<file path="config.mk">
export PLATFORM = sky130hd
export DESIGN_NAME = ld_st_control_unit
export DESIGN_NICKNAME = d
export VERILOG_FILES = /design/src/rtl/ld_st_control_unit.sv
export SDC_FILE = /design/constraint.sdc
export NUM_CORES = 1
export LEC_CHECK = 0
export ABC_AREA = 1
export CORE_ASPECT_RATIO = 0.6
export CORE_MARGIN = 4
export CORE_UTILIZATION = 35
export DETAILED_ROUTE_END_ITERATION = 10
export GPL_ROUTABILITY_DRIVEN = 0
export PLACE_DENSITY = 0.8
export SLEW_MARGIN = 10
export SYNTH_ARGS = -nofsm -noshare
export SYNTH_HDL_FRONTEND = slang
export SYNTH_SLANG_ARGS = --single-unit
</file>
<file path="constraint.sdc">
create_clock -name clk -period 2.01 [get_ports clk]
set_input_delay 0.3015 -clock clk [delete_from_list [all_inputs] [get_ports clk]]
set_output_delay 0.3015 -clock clk [all_outputs]
set_load 0.05 [all_outputs]
</file>
<file path="src/rtl/ld_st_control_unit.sv">
// ld_st_control_unit
// Moore control FSM for the bus-based CPU datapath. It sequences instruction
// fetch (T0-T2) and the execute steps (T3-T7) of ld, ldi, st, add, sub, addi,
// nop and halt. It holds every datapath strobe for one full clock per step.
//
// Ports
//   clk      : system clock, rising edge
//   clr      : synchronous active-high reset (to RST)
//   ir       : IR contents from the datapath, opcode in ir[31:27]
//   mem_rdy  : memory finished the current Read/Write this cycle
//   run      : 1 while executing, 0 once halted
//   PCout..BAout           : bus drivers
//   MARin..Rin             : register loads
//   Gra/Grb/Grc            : GPR field select
//   IncPC/ADD/SUB          : ALU operation
//   Read/Write             : memory requests
module ld_st_control_unit (
  input  logic        clk,
  input  logic        clr,
  input  logic [31:0] ir,
  input  logic        mem_rdy,
  output logic        run,
  output logic        PCout,
  output logic        Zlowout,
  output logic        MDRout,
  output logic        Rout,
  output logic        Cout,
  output logic        BAout,
  output logic        MARin,
  output logic        MDRin,
  output logic        IRin,
  output logic        Yin,
  output logic        Zin,
  output logic        PCin,
  output logic        Rin,
  output logic        Gra,
  output logic        Grb,
  output logic        Grc,
  output logic        IncPC,
  output logic        ADD,
  output logic        SUB,
  output logic        Read,
  output logic        Write
);

  typedef enum logic [3:0] {
    S_RST, S_T0, S_T1, S_T2, S_T3, S_T4, S_T5, S_T6, S_T7, S_HALT
  } state_t;

  localparam logic [4:0] OP_LD   = 5'b00000;
  localparam logic [4:0] OP_LDI  = 5'b00001;
  localparam logic [4:0] OP_ST   = 5'b00010;
  localparam logic [4:0] OP_ADD  = 5'b00011;
  localparam logic [4:0] OP_SUB  = 5'b00100;
  localparam logic [4:0] OP_ADDI = 5'b01100;
  localparam logic [4:0] OP_NOP  = 5'b11010;
  localparam logic [4:0] OP_HALT = 5'b11011;

  state_t     state_q, state_d;
  logic [4:0] op_q, op_d;
  logic [4:0] op_cur;
  logic       is_ld, is_ldi, is_st, is_add, is_sub, is_addi, is_halt;
  logic       addr_form, reg_form;

  // NOTE: state flops use non-blocking assignments and a synchronous clr,
  // so every register updates together on the edge and reset has no async path.
  always_ff @(posedge clk) begin
    if (clr) begin
      state_q <= S_RST;
      op_q    <= OP_NOP;
    end else begin
      state_q <= state_d;
      op_q    <= op_d;
    end
  end

  // In T3 the opcode comes straight from IR (loaded at the end of T2); it is
  // latched on the T3 edge so later steps ignore any change on ir.
  always_comb begin
    op_cur    = (state_q == S_T3) ? ir[31:27] : op_q;
    op_d      = (state_q == S_T3) ? ir[31:27] : op_q;
    is_ld     = (op_cur == OP_LD);
    is_ldi    = (op_cur == OP_LDI);
    is_st     = (op_cur == OP_ST);
    is_add    = (op_cur == OP_ADD);
    is_sub    = (op_cur == OP_SUB);
    is_addi   = (op_cur == OP_ADDI);
    is_halt   = (op_cur == OP_HALT);
    addr_form = is_ld | is_ldi | is_st;   // effective address = rb/0 + C
    reg_form  = is_add | is_sub | is_addi;
  end

  // NOTE: every output and state_d gets a default first, so no path through
  // this block leaves a signal unassigned and no latch is inferred.
  always_comb begin
    state_d = state_q;
    run     = 1'b1;
    PCout   = 1'b0; Zlowout = 1'b0; MDRout = 1'b0; Rout  = 1'b0;
    Cout    = 1'b0; BAout   = 1'b0; MARin  = 1'b0; MDRin = 1'b0;
    IRin    = 1'b0; Yin     = 1'b0; Zin    = 1'b0; PCin  = 1'b0;
    Rin     = 1'b0; Gra     = 1'b0; Grb    = 1'b0; Grc   = 1'b0;
    IncPC   = 1'b0; ADD     = 1'b0; SUB    = 1'b0;
    Read    = 1'b0; Write   = 1'b0;

    unique case (state_q)
      S_RST: state_d = S_T0;
      S_T0: begin
        PCout = 1'b1; MARin = 1'b1; IncPC = 1'b1; Zin = 1'b1;
        state_d = S_T1;
      end
      S_T1: begin
        Zlowout = 1'b1; PCin = 1'b1; Read = 1'b1; MDRin = 1'b1;
        if (mem_rdy) state_d = S_T2;
      end
      S_T2: begin
        MDRout = 1'b1; IRin = 1'b1;
        state_d = S_T3;
      end
      S_T3: begin
        if (addr_form) begin
          Grb = 1'b1; BAout = 1'b1; Yin = 1'b1;
        end else if (reg_form) begin
          Grb = 1'b1; Rout = 1'b1; Yin = 1'b1;
        end
        if (is_halt)                     state_d = S_HALT;
        else if (addr_form || reg_form)  state_d = S_T4;
        else                             state_d = S_T0;  // nop and unknown
      end
      S_T4: begin
        Zin = 1'b1;
        if (is_add || is_sub) begin
          Grc = 1'b1; Rout = 1'b1; ADD = is_add; SUB = is_sub;
        end else begin
          Cout = 1'b1; ADD = 1'b1;
        end
        state_d = S_T5;
      end
      S_T5: begin
        Zlowout = 1'b1;
        if (is_ld || is_st) begin
          MARin   = 1'b1;
          state_d = S_T6;
        end else begin
          Gra = 1'b1; Rin = 1'b1;
          state_d = S_T0;
        end
      end
      S_T6: begin
        MDRin = 1'b1;
        if (is_st) begin
          Gra = 1'b1; Rout = 1'b1;
          state_d = S_T7;
        end else begin
          Read = 1'b1;
          if (mem_rdy) state_d = S_T7;
        end
      end
      S_T7: begin
        if (is_st) begin
          Write = 1'b1;
          if (mem_rdy) state_d = S_T0;
        end else begin
          MDRout = 1'b1; Gra = 1'b1; Rin = 1'b1;
          state_d = S_T0;
        end
      end
      S_HALT: run = 1'b0;
      default: state_d = S_RST;
    endcase
  end

endmodule
</file>
==> results of run 1 <==
worst register-to-register path, stage by stage (launching register included):
cell and delay, ns:
dfxtp_2 0.35, inv_2 0.06, nor2_4 0.14, nand2_4 0.13, nand2_2 0.10, o21ai_4 0.07
buf_12 0.13, nor2_8 0.13, buf_6 0.13, nand2_4 0.06, buf_4 0.14, nand3_2 0.07
nand2_2 0.08, o211ai_1 0.19, inv_1 0.06
per-layer routing:
layer,part of all wire,vias up,global-route usage
met4,0.016,0,0.0749
met2,0.48,54,0.352
li1,-,528,-
met1,0.42,485,0.247
met5,0,-,0
met3,0.086,11,0.0463
synth_stat cells:
master / number / area, µm²
nand4_1: 2 / 12.5
nand3b_1: 2 / 15.0
a41oi_1: 1 / 8.76
nor3_1: 4 / 20.0
o21ai_0: 3 / 15.0
o211ai_1: 1 / 7.51
nand3_2: 3 / 30.0
nor2_2: 1 / 6.26
nand2_4: 6 / 67.6
nand2_1: 24 / 90.1
inv_1: 24 / 90.1
buf_4: 2 / 15.0
dfxtp_1: 9 / 180
or2_4: 1 / 8.76
inv_2: 3 / 11.3
o21ai_4: 1 / 16.3
nand3_1: 9 / 45.0
a21oi_2: 1 / 8.76
a21oi_1: 1 / 5.00
nor2_4: 3 / 33.8
nand2_2: 8 / 50.1
nor2_1: 20 / 75.1
nor2_8: 1 / 20.0
kinds of logic after synthesis:
group,Yosys count,synth area share
simple gates,84,0.570
flops,9,0.217
buf+inv,29,0.140
compound gates,8,0.0737
what timing repair did:
| action | in CTS | in global routing |
|---|---|---|
| buffers inserted | 4 | 3 |
| pin swaps | 2 | 3 |
| gates resized for setup | 28 | 9 |
| setup endpoints to repair | 15 | 19 |
| cloned | 0 | 0 |
placed cells by master (no fill, tap or decap), types with 7 or more instances in the layout:
| master | n |
|---|---|
| buf_12 | 16 |
| buf_4 | 30 |
| buf_6 | 8 |
| clkdlybuf4s50_1 | 7 |
| inv_1 | 19 |
| inv_2 | 7 |
| nand2_1 | 17 |
| nand2_2 | 12 |
| nand2_4 | 9 |
| nor2_1 | 12 |
worst paths after layout:
| path | end | slack (ns) | depth (start not counted) |
|---|---|---|---|
| worst max-delay path | Rout | -0.22 | 15 |
| worst min-delay path | op_q[1] | 0.60 | 4 |
| worst max register to register | state_q[0] | 0.07 | 14 |
| worst min register to register | op_q[1] | 0.60 | 4 |
power by group:
| part | total [W] | switching (W) | internal [W] |
|---|---|---|---|
| Clock | 0.000222 | 0.0000826 | 0.000139 |
| Combinational | 0.000459 | 0.000263 | 0.000196 |
| Sequential | 0.000201 | 0.0000111 | 0.000190 |
| Total | 0.000882 | 0.000357 | 0.000525 |
layout make-up:
class / instances / area (µm²) / area share
Timing Repair Buffer: 61 / 706 / 0.410
Multi-Input combinational cell: 92 / 644 / 0.374
Sequential cell: 9 / 184 / 0.107
Inverter: 27 / 105 / 0.0610
Clock buffer: 4 / 45.0 / 0.0262
Tap cell: 30 / 37.5 / 0.0218
sequential cells by signal (all words and copies together) (netlist names):
name and count:
op_q 5, state_q 4
stage by stage:
step,TNS [ns],hold slack (ns),std cells
6_report,-1.95,0.602,223
5_1_grt,-3.25,0.629,223
4_1_cts,-1.68,0.585,220
3_5_place_dp,-0.729,0.570,212
3_3_place_gp,-0.482,0.559,212
2_1_floorplan,-0.0812,0.364,130
==> reports/metrics.yaml, run 1 <==
route:
  dr.pass1.iters: 4
  routedWlPerCell_um: 14.0
  avgViaCountPerCell: 4.83
  vias: 1078
  drt_first_iter_violations: 35
  routed_wl_mm: 3.11
  drcViolationCount: 0
  antenna_left: 0
clock_network:
  htree_levels: 1
  clk_path_buf_depth: 2
  cts_tree: "built"
  clk_latency_ns: 0.24
  clk_pin_slew_ns: 0.05
  cts-root-buf: "clkbuf_8"
  cts.sinks: 9
  numCtsBuffers: 3
  postCtsHoldBufs: 0
finish:
  synthToLayoutAreaGrowth_pct: 107
  final_util: 0.778
  nNetsFinal: 229
  final.fill_count: 144
  drive_gt1_frac: 0.596
  antennaDiodeCount: 0
  stdcell_area_mm2: 0.00172
setup_path:
  cp.required_ns: 1.71
  crit_path_frequent_cell: "nand2_4"
  crit_arrival_ns: 1.93
  startpoint_type: "flop"
  cpPeakStageDelay_ns: 0.35
  critPathKind: "flop to output port"
  critical-path-top-delay-family: "simple AND/OR/NAND/NOR gates"
  cp_num_buf_inv: 5
  end_kind: "output port"
  crit_start: "state_q[2]"
  crit_path_top_delay_cell: "dfxtp_2"
  timing.rr.start: "state_q[2]"
  cp_cell_sequence: "inv_2, nor2_4, nand2_4, buf_6, nand2_4, nand2_4, nand2_4, nor2_8, inv_2, nand2_1, nand2_2, clkinvlp_4, nand2_2, nand3_4, buf_12"
  crit_path_max_fanout: 7
sta:
  fin_crit_sh: 1.11
  maxSlewViolCount: 0
  skew_ns: 0.00418
  finalSetupViolCount: 14
  setup_ws_ns: -0.221
  tightest_slew_ns: 0.373
  slew_headroom: 0.750
  fmaxAchievable_ghz: 0.448
  rsz0062_at_grt: "yes"
  layout_min_cycle_time_ns: 2.23
  hold_viol_final: 0
placed_design:
  post-place-ws_ns: -0.113
  io_buffers: 29
  dp_hpwl_mm: 2.32
  dpl-instance-area_mm2: 0.00151
outcome:
  violations: "setup timing"
  status: "complete, but fails checks"
power_and_ir_drop:
  p_total_w: 0.000882
  powerDensity_mw_per_mm2: 512
  peakVddDrop_uv: 497
  p_leak_nw: 0.861
synth:
  syn_area_um2: 832
  ys_ff_latch: 9
  synth_fp_nets: 165
  ys_warn_count: 0
  synth_cells: 130
  synthDistinctLibCells: 23
  seq_area_frac_synth: 0.217
  syn_area_per_cell_um2: 6.40
floorplan:
  core_mm2: 0.00221
  num_io_pins: 57
  die_y_um: 45.8
  die_area_mm2: 0.00325
  dieWidth_um: 70.9
  row_count: 13
  start_util: 0.376
global_routing:
  grt_pass1_wl_mm: 5.04
  grt_overflow: 0
  grt_util_all_layers: 0.201
  grt_pass1_vias: 1099
  grt_max_degree: 8
  grt_antenna_before_repair: 0
job:
  maxCapViolCount: 0
worst_hold_path:
  hp-class: "flop to flop"
  hp-start: "op_q[1]"
Note: power is estimated with default switching activity, not from simulation.
==> run 2, diff against run 1 <==
--- a/config.mk
+++ b/config.mk
@@ -5,10 +5,9 @@
 export SDC_FILE = /design/constraint.sdc
 export NUM_CORES = 1
 export LEC_CHECK = 0
-export ABC_AREA = 1
 export CORE_ASPECT_RATIO = 0.6
 export CORE_MARGIN = 4
-export CORE_UTILIZATION = 35
+export CORE_UTILIZATION = 36
 export DETAILED_ROUTE_END_ITERATION = 10
 export GPL_ROUTABILITY_DRIVEN = 0
 export PLACE_DENSITY = 0.8
==> reports/metrics.yaml, run 2 <==
outcome:
  status: "complete, but fails checks"
  violations: "setup timing"
finish:
  synthToLayoutAreaGrowth_pct: 124
  top_regs: "op_q (5), state_q (4)"
  multi_input_area_um2: 877  # +36%
  regArea_um2: 185  # +0.68%
  final_common_cell: "buf_4"
  antennaDiodeCount: 0  # unchanged
  final_cell_mix: "buf_4 (38), buf_12 (17), buf_6 (13), nand2_1 (11), nor2_1 (10)"
  regMostFlops: "op_q"
  nNetsFinal: 225  # -1.7%
  largest_register_ffs: 5  # unchanged
  final.fill_count: 87  # -40%
  final_util: 0.884  # +0.106
  drive_gt1_frac: 0.603  # +0.00732
clock_network:
  cts.sinks: 9  # unchanged
  numCtsBuffers: 3  # unchanged
  clk_path_buf_depth: 2  # unchanged
  clk_pin_slew_ns: 0.05  # about the same
  htree_levels: 1  # unchanged
  cts-root-buf: "clkbuf_8"
  clk_latency_ns: 0.24  # about the same
  cts_tree: "built"
sta:
  fmaxAchievable_ghz: 0.394  # -12%
  skew_ns: 0.00275  # -0.00143 ns
  finalSetupViolCount: 16  # +2
  fin_crit_sh: 1.26  # +0.152
  tightest_slew_ns: 0.479  # +0.106 ns
  whs_ns: 0.576  # -0.0254 ns
  setup_ws_ns: -0.525  # -0.305 ns
  maxSlewViolCount: 0  # unchanged
  rsz0062_at_grt: "yes"
  hold_viol_final: 0  # unchanged
  slew_headroom: 0.680  # -0.0707
  layout_min_cycle_time_ns: 2.54  # +0.305 ns
synth:
  synth_top_family_by_area: "simple AND/OR/NAND/NOR gates"
  synthAdderAreaFrac: 0  # unchanged
  synth_area_leaders: "dfxtp_1 (20%), nor2_1 (6.3%), nand2b_1 (5.6%), nand2_1 (5.0%), a21oi_1 (4.5%)"
  postSynth.asyncResetShare: 0  # unchanged
  synth_mux_area_frac: 0.0238  # +0.0238
  syn_area_per_cell_um2: 7.43  # +16%
  synth_fp_nets: 155  # -6.1%
  synth_edf_count: 0  # unchanged
  synthSimpleGateAreaFrac: 0.428  # -0.142
  synth_cells: 120  # -7.7%
  synth_common_cells: "nor2_1 (15), nand2_1 (12), dfxtp_1 (9)"
  ys.flop_type: "dfxtp_1"
  synth.most_common_cell: "nor2_1"
  synthXorXnorAreaFrac: 0.00982  # +0.00982
  yosysTopAreaCell: "dfxtp_1"
  yosysTopAreaCellShare: 0.202  # -0.0146
  synth-compound-area-share: 0.258  # +0.184
  ys_ff_latch: 9  # unchanged
  seq_area_frac_synth: 0.202  # -0.0146
  ys_warn_count: 0  # unchanged
  syn_area_um2: 892  # +7.2%
  synthDistinctLibCells: 50  # +120%
setup_path:
  crit_arrival_ns: 2.23  # +0.30 ns
  cp.required_ns: 1.71  # about the same
  crit_path_max_fanout: 5  # -2
  cpPeakStageDelay_ns: 0.61  # +0.26 ns
  crit_path_top_delay_cell: "or4b_4"
  critPathKind: "flop to output port"
  cp_cell_sequence: "or4b_4, mux2i_1, or3_4, a21oi_4, a211o_4, buf_12"
  startpoint_type: "flop"
  end_kind: "output port"
floorplan:
  row_count: 13  # unchanged
  die_area_mm2: 0.00336  # +3.6%
  die_y_um: 46.6  # +1.7%
  dieWidth_um: 72.3  # +1.9%
  start_util: 0.395  # +0.0184
  num_io_pins: 57  # unchanged
  core_mm2: 0.00226  # +2.2%
route:
  met3_length_um: 777  # +190%
  routed_wl_mm: 5.25  # +69%
  wl_met1_mm: 1.83  # +41%
  avgViaCountPerCell: 6.67  # +38%
  dr.pass1.iters: 6  # +2
  antenna_left: 0  # unchanged
  drcViolationCount: 0  # unchanged
  vias: 1460  # +35%
  drt_first_iter_violations: 234  # +570%
  met2_length_mm: 2.29  # +53%
  routed.top_layer: "met4"
  routedWlPerCell_um: 23.9  # +72%
worst_hold_path:
  hp-class: "flop to flop"
placed_design:
  io_buffers: 29  # unchanged
  dp_hpwl_mm: 2.75  # +19%
job:
  maxCapViolCount: 0  # unchanged
global_routing:
  grt_antenna_before_repair: 0  # unchanged
  grt_pass1_vias: 1286  # +17%
  grt_max_degree: 19  # +11
  grt_util_all_layers: 0.282  # +0.0803
  grt_pass1_wl_mm: 6.87  # +36%
  grt_overflow: 0  # unchanged
power_and_ir_drop:
  powerDensity_mw_per_mm2: 664  # +30%
  peakVddDrop_uv: 541  # +8.8%
  p_leak_nw: 0.834  # -3.1%
-- run 2: cell type report --
class                      count  area share
multi-input combinational     98       0.439
timing repair buffer          75       0.421
sequential                     9      0.0927
clock buffer                   4      0.0225
tap                           30      0.0188
inverter                       3     0.00564
-- run 2: routing by layer --
layer / global-route usage / vias to the layer above
met4: 0.135 / 0
met5: 0 / -
li1: - / 581
met1: 0.343 / 650
met2: 0.483 / 181
met3: 0.0588 / 48
-- run 2: logic make-up after synthesis --
logic type,count (synthesis)
xor+xnor,1
buf+inv,13
mux,2
simple gates,66
flops,9
compound gates,29
-- run 2: worst paths after layout --
| check | start | slack (ns) | to | depth (start not counted) |
|---|---|---|---|---|
| setup / recovery | state_q[0] | -0.53 | Rout | 6 |
| hold reg to reg | op_q[2] | 0.58 | op_q[2] | 2 |
| hold / removal | op_q[2] | 0.58 | op_q[2] | 2 |
| setup reg to reg | state_q[0] | -0.23 | state_q[3] | 10 |
-- run 2: critical path, delay by kind of cell, from the launching register on --
family / cells / cell delay, ns
AOI/OAI and AO/OA: 2 / 0.32
buffers and inverters: 1 / 0.13
DFF: 1 / 0.33
muxes: 1 / 0.17
and+or+nand+nor: 2 / 1.03
-- run 2: through the flow --
step	power (W)	TNS [ns]	setup WS, ns	instance area, µm²	std cells
floorplan	0.000651	-1.20	-0.260	1010	120
global placement	0.000944	-1.71	-0.236	1670	200
detailed placement	0.000962	-2.14	-0.273	1670	200
CTS	0.00123	-3.84	-0.422	1890	212
global route	0.00136	-5.86	-0.534	2000	219
finish	0.00133	-5.14	-0.525	2000	219
-- run 2: timing repair --
action	in CTS	in global routing
endpoints found under the setup margin	19	20
buffers inserted	8	7
hold buffers	0	0
resized for setup	25	15
pin swaps	13	10
-- run 2: report_power, final --
part | leakage, nW | switching [W] | internal (W)
clock | 0.0228 | 0.0000840 | 0.000139
sequential | 0.0748 | 0.0000211 | 0.000200
combinational | 0.736 | 0.000502 | 0.000381
total | 0.834 | 0.000607 | 0.000721
==> run 3, diff against run 2 <==
--- a/config.mk
+++ b/config.mk
@@ -8,6 +8,7 @@
 export CORE_ASPECT_RATIO = 0.6
 export CORE_MARGIN = 4
 export CORE_UTILIZATION = 36
+export CTS_CLUSTER_SIZE = 40
 export DETAILED_ROUTE_END_ITERATION = 10
 export GPL_ROUTABILITY_DRIVEN = 0
 export PLACE_DENSITY = 0.8
==> results of run 3 <==
Final layout, timing and power as in run 2 (identical DEF).
